`src/rtl/smmha_package.sv`:
```
// Shared types for the SMMHA accumulate engine.
// Control/status bundles and FSM state encoding.
package smmha_package;

  localparam int unsigned CNT_WIDTH = 16;

  typedef struct packed {
    logic                 start;
    logic [CNT_WIDTH-1:0] len;
    logic [5:0]           shift;
    logic                 relu;
  } ctrl_engine_t;

  typedef struct packed {
    logic                 busy;
    logic                 done;
    logic [CNT_WIDTH-1:0] cnt;
  } flags_engine_t;

  typedef enum logic [1:0] {
    IDLE,
    ACCUM,
    OUTPUT
  } engine_state_t;

endpackage

```
`src/rtl/hwpe_stream_intf_stream.sv`:
```
// Valid/ready stream with data and byte strobes.
// Source drives valid/data/strb, sink drives ready.
interface hwpe_stream_intf_stream #(
  parameter int unsigned DATA_WIDTH = 32
);
  logic                    valid;
  logic                    ready;
  logic [DATA_WIDTH-1:0]   data;
  logic [DATA_WIDTH/8-1:0] strb;

  modport source (
    output valid, data, strb,
    input  ready
  );

  modport sink (
    input  valid, data, strb,
    output ready
  );
endinterface

```
`src/rtl/smmha_sat_shift.sv`:
```
// Arithmetic right shift, saturation and optional ReLU
// from the accumulator width down to the data width.
module smmha_sat_shift #(
  parameter int unsigned DATA_WIDTH = 32,
  parameter int unsigned ACC_WIDTH  = 48
) (
  input  logic [ACC_WIDTH-1:0]  acc,
  input  logic [5:0]            shift,
  input  logic                  relu,
  output logic [DATA_WIDTH-1:0] res
);

  localparam logic signed [ACC_WIDTH-1:0] MAX =
    {{(ACC_WIDTH-DATA_WIDTH+1){1'b0}}, {(DATA_WIDTH-1){1'b1}}};
  localparam logic signed [ACC_WIDTH-1:0] MIN = ~MAX;

  logic signed [ACC_WIDTH-1:0] shd;

  always_comb begin
    shd = '0;
    // shifts past the width collapse to pure sign fill
    if ({26'd0, shift} >= 32'(ACC_WIDTH))
      shd = {ACC_WIDTH{acc[ACC_WIDTH-1]}};
    else
      shd = $signed(acc) >>> shift;
  end

  always_comb begin
    res = shd[DATA_WIDTH-1:0];
    if (shd > MAX)
      res = MAX[DATA_WIDTH-1:0];
    else if (shd < MIN)
      res = MIN[DATA_WIDTH-1:0];
    if (relu && res[DATA_WIDTH-1])
      res = '0;
  end

endmodule

```
`src/rtl/smmha_accum_engine.sv`:
```
// Accumulates len signed words from a_i and emits one
// shifted/saturated result on d_o per start pulse.
module smmha_accum_engine
  import smmha_package::*;
#(
  parameter int unsigned DATA_WIDTH = 32,
  parameter int unsigned ACC_WIDTH  = 48
) (
  input  logic                   clk_i,
  input  logic                   rst_i,
  input  logic                   enable_i,
  input  logic                   clear_i,
  hwpe_stream_intf_stream.sink   a_i,
  hwpe_stream_intf_stream.source d_o,
  input  ctrl_engine_t           ctrl_i,
  output flags_engine_t          flags_o
);

  localparam logic [CNT_WIDTH-1:0] ONE = 1;

  engine_state_t        state, state_nxt;
  logic [ACC_WIDTH-1:0] acc;
  logic [CNT_WIDTH-1:0] cnt, len;
  logic [5:0]           shift;
  logic                 relu, done;
  logic                 kill, hs, last, go;
  logic [DATA_WIDTH-1:0] res;

  assign kill = rst_i | clear_i;
  assign hs   = a_i.valid & a_i.ready;
  assign last = hs & (cnt == len - ONE);
  assign go   = ctrl_i.start & (ctrl_i.len != '0);

  always_ff @(posedge clk_i) begin
    if (kill) state <= IDLE;
    else      state <= state_nxt;
  end

  always_comb begin
    state_nxt = state;
    unique case (state)
      IDLE:    if (go)        state_nxt = ACCUM;
      ACCUM:   if (last)      state_nxt = OUTPUT;
      OUTPUT:  if (d_o.ready) state_nxt = IDLE;
      default:                state_nxt = IDLE;
    endcase
  end

  always_ff @(posedge clk_i) begin
    if (kill) begin
      acc   <= '0;
      cnt   <= '0;
      len   <= '0;
      shift <= '0;
      relu  <= 1'b0;
      done  <= 1'b0;
    end else begin
      done <= 1'b0;
      if (state == IDLE && ctrl_i.start) begin
        if (go) begin
          len   <= ctrl_i.len;
          shift <= ctrl_i.shift;
          relu  <= ctrl_i.relu;
          acc   <= '0;
          cnt   <= '0;
        end else begin
          done <= 1'b1;
        end
      end else if (state == ACCUM && hs) begin
        acc <= acc + {{(ACC_WIDTH-DATA_WIDTH){a_i.data[DATA_WIDTH-1]}}, a_i.data};
        cnt <= cnt + ONE;
      end else if (state == OUTPUT && d_o.ready) begin
        done <= 1'b1;
      end
    end
  end

  smmha_sat_shift #(
    .DATA_WIDTH (DATA_WIDTH),
    .ACC_WIDTH  (ACC_WIDTH)
  ) u_sat (
    .acc   (acc),
    .shift (shift),
    .relu  (relu),
    .res   (res)
  );

  assign a_i.ready    = (state == ACCUM) & enable_i;
  assign d_o.valid    = (state == OUTPUT);
  assign d_o.data     = (state == OUTPUT) ? res : '0;
  assign d_o.strb     = '1;
  assign flags_o.busy = (state != IDLE);
  assign flags_o.done = done;
  assign flags_o.cnt  = cnt;

endmodule

```
`src/flat_wrapper.sv`:
```
// flat-port wrapper written by rule: the top's interface ports become plain ports
module smmha_accum_engine_flat import smmha_package::*;
#(
  parameter int unsigned DATA_WIDTH = 32,
  parameter int unsigned ACC_WIDTH  = 48
)
  (clk_i, rst_i, enable_i, clear_i, ctrl_i, flags_o, a_i_valid, a_i_data, a_i_strb, a_i_ready, d_o_valid, d_o_data, d_o_strb, d_o_ready);
  hwpe_stream_intf_stream #(.DATA_WIDTH(DATA_WIDTH)) a_i_i ();
  hwpe_stream_intf_stream #(.DATA_WIDTH(DATA_WIDTH)) d_o_i ();
  input  logic clk_i;
  input  logic rst_i;
  input  logic enable_i;
  input  logic clear_i;
  input  ctrl_engine_t ctrl_i;
  output flags_engine_t flags_o;
  input wire logic [$bits(a_i_i.valid)-1:0] a_i_valid;
  input wire logic [$bits(a_i_i.data)-1:0] a_i_data;
  input wire logic [$bits(a_i_i.strb)-1:0] a_i_strb;
  output wire logic [$bits(a_i_i.ready)-1:0] a_i_ready;
  output wire logic [$bits(d_o_i.valid)-1:0] d_o_valid;
  output wire logic [$bits(d_o_i.data)-1:0] d_o_data;
  output wire logic [$bits(d_o_i.strb)-1:0] d_o_strb;
  input wire logic [$bits(d_o_i.ready)-1:0] d_o_ready;
  assign a_i_i.valid = a_i_valid;
  assign a_i_i.data = a_i_data;
  assign a_i_i.strb = a_i_strb;
  assign a_i_ready = a_i_i.ready;
  assign d_o_valid = d_o_i.valid;
  assign d_o_data = d_o_i.data;
  assign d_o_strb = d_o_i.strb;
  assign d_o_i.ready = d_o_ready;
  smmha_accum_engine #(.DATA_WIDTH(DATA_WIDTH), .ACC_WIDTH(ACC_WIDTH)) u_core (.clk_i(clk_i), .rst_i(rst_i), .enable_i(enable_i), .clear_i(clear_i), .a_i(a_i_i), .d_o(d_o_i), .ctrl_i(ctrl_i), .flags_o(flags_o));
endmodule
```
`config.mk`:
```
export PLATFORM = sky130hd
export DESIGN_NAME = smmha_accum_engine_flat
export DESIGN_NICKNAME = d
export VERILOG_FILES = /design/src/rtl/smmha_package.sv /design/src/rtl/hwpe_stream_intf_stream.sv /design/src/rtl/smmha_sat_shift.sv /design/src/rtl/smmha_accum_engine.sv /design/src/flat_wrapper.sv
export SDC_FILE = /design/constraint.sdc
export NUM_CORES = 1
export LEC_CHECK = 0
export CORE_MARGIN = 1
export CORE_UTILIZATION = 29
export CTS_BUF_LIST = sky130_fd_sc_hd__clkbuf_16
export CTS_CLUSTER_SIZE = 14
export DETAILED_ROUTE_END_ITERATION = 16
export DONT_BUFFER_PORTS = 1
export HOLD_SLACK_MARGIN = 0.1
export MAX_ROUTING_LAYER = met4
export PLACE_DENSITY_LB_ADDON = 0.12
export SLEW_MARGIN = 20
export SYNTH_ARGS = -nofsm -noshare
export SYNTH_HDL_FRONTEND = slang
export SYNTH_SLANG_ARGS = --single-unit
```
`constraint.sdc`:
```
create_clock -name clk_i -period 6.6 [get_ports clk_i]
set_clock_uncertainty 0.2 [all_clocks]
set_input_delay 0.66 -clock clk_i [delete_from_list [all_inputs] [get_ports clk_i]]
set_output_delay 0.66 -clock clk_i [all_outputs]
set_load 0.03 [all_outputs]
```
==> results.ini <==
[status]
outcome = completed

[placement]
port_buffers = 0
hpwl_um = 24200
place_inst = 1649
dpl-instance-area_sq_um = 9760
gp_congestion = 0.846

[power_and_ir_drop]
ir_drop_uv = 95.0
p_per_area_nw_per_um2 = 139
leakage_nw = 4.11

[setup_path]
crit-reg2reg-launch = u_core.acc[0]
r2r_setup_slack_ns = 2.35
endpoint = d_o_data[0]
required_ns = 5.74
worst_setup_path_start_kind = flop
cp-end-kind = primary output
ff2ff_path_depth = 13
r2r_end = u_core.acc[44]
arrival_ns = 4.38
path_class = flop to primary output
path_max_fanout = 48
cp-startpoint = u_core.shift[1]

[min_path]
hp-class = input pin to flop
min_from = ctrl_i[14]

[yosys]
synth_enable_flop_cells = 0
synth_cell_types = 73
ys_top_cells_by_area = dfxtp_1 (19%), nand2_1 (8.6%), a21oi_1 (8.4%), ha_1 (6.5%), mux4_2 (6.2%)
synthArstFlopShare_pct = 0
syn_area_sq_um = 9460
yosysTopAreaCell = dfxtp_1
yosys_warnings = 0
yosys.area.top_type_share_pct = 19.1
seq_area_frac_synth_pct = 19.1
ys_seq_elements = 90
netlist_instances = 1280
synth_area_per_cell_sq_um = 7.39
ys.flop_type = dfxtp_1

[layout]
mostFrequentLayoutCell = nand2_1
nets = 1342
final_cell_mix = nand2_1 (217), a21oi_1 (159), nor2_1 (107), dfxtp_1 (87), o21ai_0 (81)
insertedDiodeCount = 0
seq_area_sq_um = 1810
layout-drive-gt1-share_pct = 8.04
fillCellCount = 3494
fin_cells = 1666
multi_input_area_sq_um = 7180
syn_to_final_growth_pct = 6.31
fin_area_sq_um = 10100

[drt]
drtPass1Iterations = 5
wire_per_inst_um = 18.7
routed_wl_um = 31200
dr.first_iter.drc_count = 544
num_vias = 9092
drc = 0
antenna_left = 0
via_per_inst = 5.46

[global_route]
antenna_found_initial = 0
grt_pass1_vias = 8755
grt_pass1_wl_um = 49000
grt_usage_pct = 19.4
grt_max_degree = 49
grt-ovfl-total = 0

[sta]
maxSlewHeadroom_pct = 49.6
rsz0062_at_grt = false
hold_viol_final = 0
tns_ns = 0
max_freq_mhz = 191
period_share_pct = 79.4
tightest_slew_ns = 0.755
finalMaxSlewViolations = 0
finalCriticalPeriod_ns = 5.24
setup_viol_count_final = 0

[clocking]
cts_root_buf = clkbuf_16
insertion_delay_ns = 0.36
numCtsBuffers = 9
clock_sinks = 90
h-tree-depth = 3
cts_tree = built
clkSlewWorstSetupHoldPaths_ns = 0.08
post_cts_buffers = 0
post_cts_resized = 0
cts_hold_buf = 0
clockBufferDepth = 2

[floorplan]
die-area_sq_um = 33300
die_w_um = 183
rows = 65
ioPinCount = 122
die_y_um = 183
core_sq_um = 31800
start_util_pct = 29.7

[flow_run]
maxCapViolCount = 0

[worst max-delay path, stage by stage, from the launching register on]
cell and delay [ns]:
dfxtp_2 0.42, buf_4 0.50, mux4_2 0.38, nand2_1 0.07
nand3_1 0.11, o21ai_1 0.15, nor4_1 0.27, nand4_1 0.19
o311ai_4 0.43, a21boi_1 0.68, o211ai_1 0.22, a21oi_1 0.59
[how the worst min path moves through the flow]
stage                           endpoint  cells after the start
after floorplan           u_core.len[14]                      2
after global placement    u_core.len[15]                      2
after detailed placement  u_core.len[14]                      2
after CTS                  u_core.len[7]                      2
after global routing       u_core.len[7]                      2
final                      u_core.len[7]                      2
[sequential cells by signal, summed over array words and instances (netlist names)]
register	flops
u_core.shift	6
u_core.relu	1
u_core.state	2
u_core.len	16
u_core.acc	48
u_core.cnt	16
u_core.done	1
[where the power goes]
group	switching, W	leakage (nW)	internal [W]	total (W)
sequential	0.0000191	0.729	0.000551	0.000570
clock	0.000254	0.134	0.000259	0.000512
combinational	0.000202	3.25	0.000114	0.000316
[per-stage QoR]
step | power (W) | hold WS, ns | util (%) | setup slack [ns]
after detailed placement | 0.000893 | 0.271 | 30.7 | 1.61
after global routing | 0.00147 | 0.215 | 31.6 | 1.07
after CTS | 0.00141 | 0.213 | 31.6 | 1.21
final | 0.00140 | 0.226 | 31.6 | 1.36
after global placement | 0.000890 | 0.263 | 30.7 | 1.70
after floorplan | 0.000833 | 0.249 | - | 2.84
[kinds of logic (layout without fill, tap and decap cells)]
logic type / after synthesis / in the layout / share of synthesized area (%)
AOI/OAI and AO/OA: 423 / 423 / 28.2
xor gates and xnor gates: 64 / 64 / 5.93
adders and majority gates: 50 / 50 / 6.69
buffers and inverters: 111 / 59 / 5.20
DFF: 90 / 90 / 19.1
muxes: 82 / 82 / 13.4
other: 1 / 4 / 0.0397
and+or+nand+nor: 459 / 459 / 21.4
[synthesized netlist by cell type (all sizes together), types with 10 or more instances]
library cell	count
nand2	217
a21oi	170
nor2	107
dfxtp	90
o21ai	86
clkbuf	54
ha	49
mux2i	43
nand3	43
a21o	39
buf	35
mux4	33
xnor2	32
xor2	32
a211oi	24
inv	22
a31oi	16
nand4	16
and3	14
nor2b	13
o21a	13
a22oi	12
o211ai	12
nor4	10
[final cells by class]
type | instances | area share, %
Multi-Input combinational cell | 1082 | 71.4
Sequential cell | 90 | 18.0
Tap cell | 435 | 5.41
Clock buffer | 9 | 2.24
Timing Repair Buffer | 21 | 1.64
Inverter | 22 | 0.821
Clock inverter | 7 | 0.510
[metal layers]
| layer | global-route usage, % | vias up | share of wire, % | wire, um |
|---|---|---|---|---|
| met5 | - | - | 0 | 0 |
| met4 | 5.58 | 0 | 1.9 | 579 |
| met3 | 2.63 | 34 | 3.6 | 1140 |
| met2 | 30.0 | 186 | 44 | 13900 |
| met1 | 26.2 | 4298 | 50 | 15700 |
| li1 | - | 4574 | - | - |
Power figures use the tool's default switching activity.
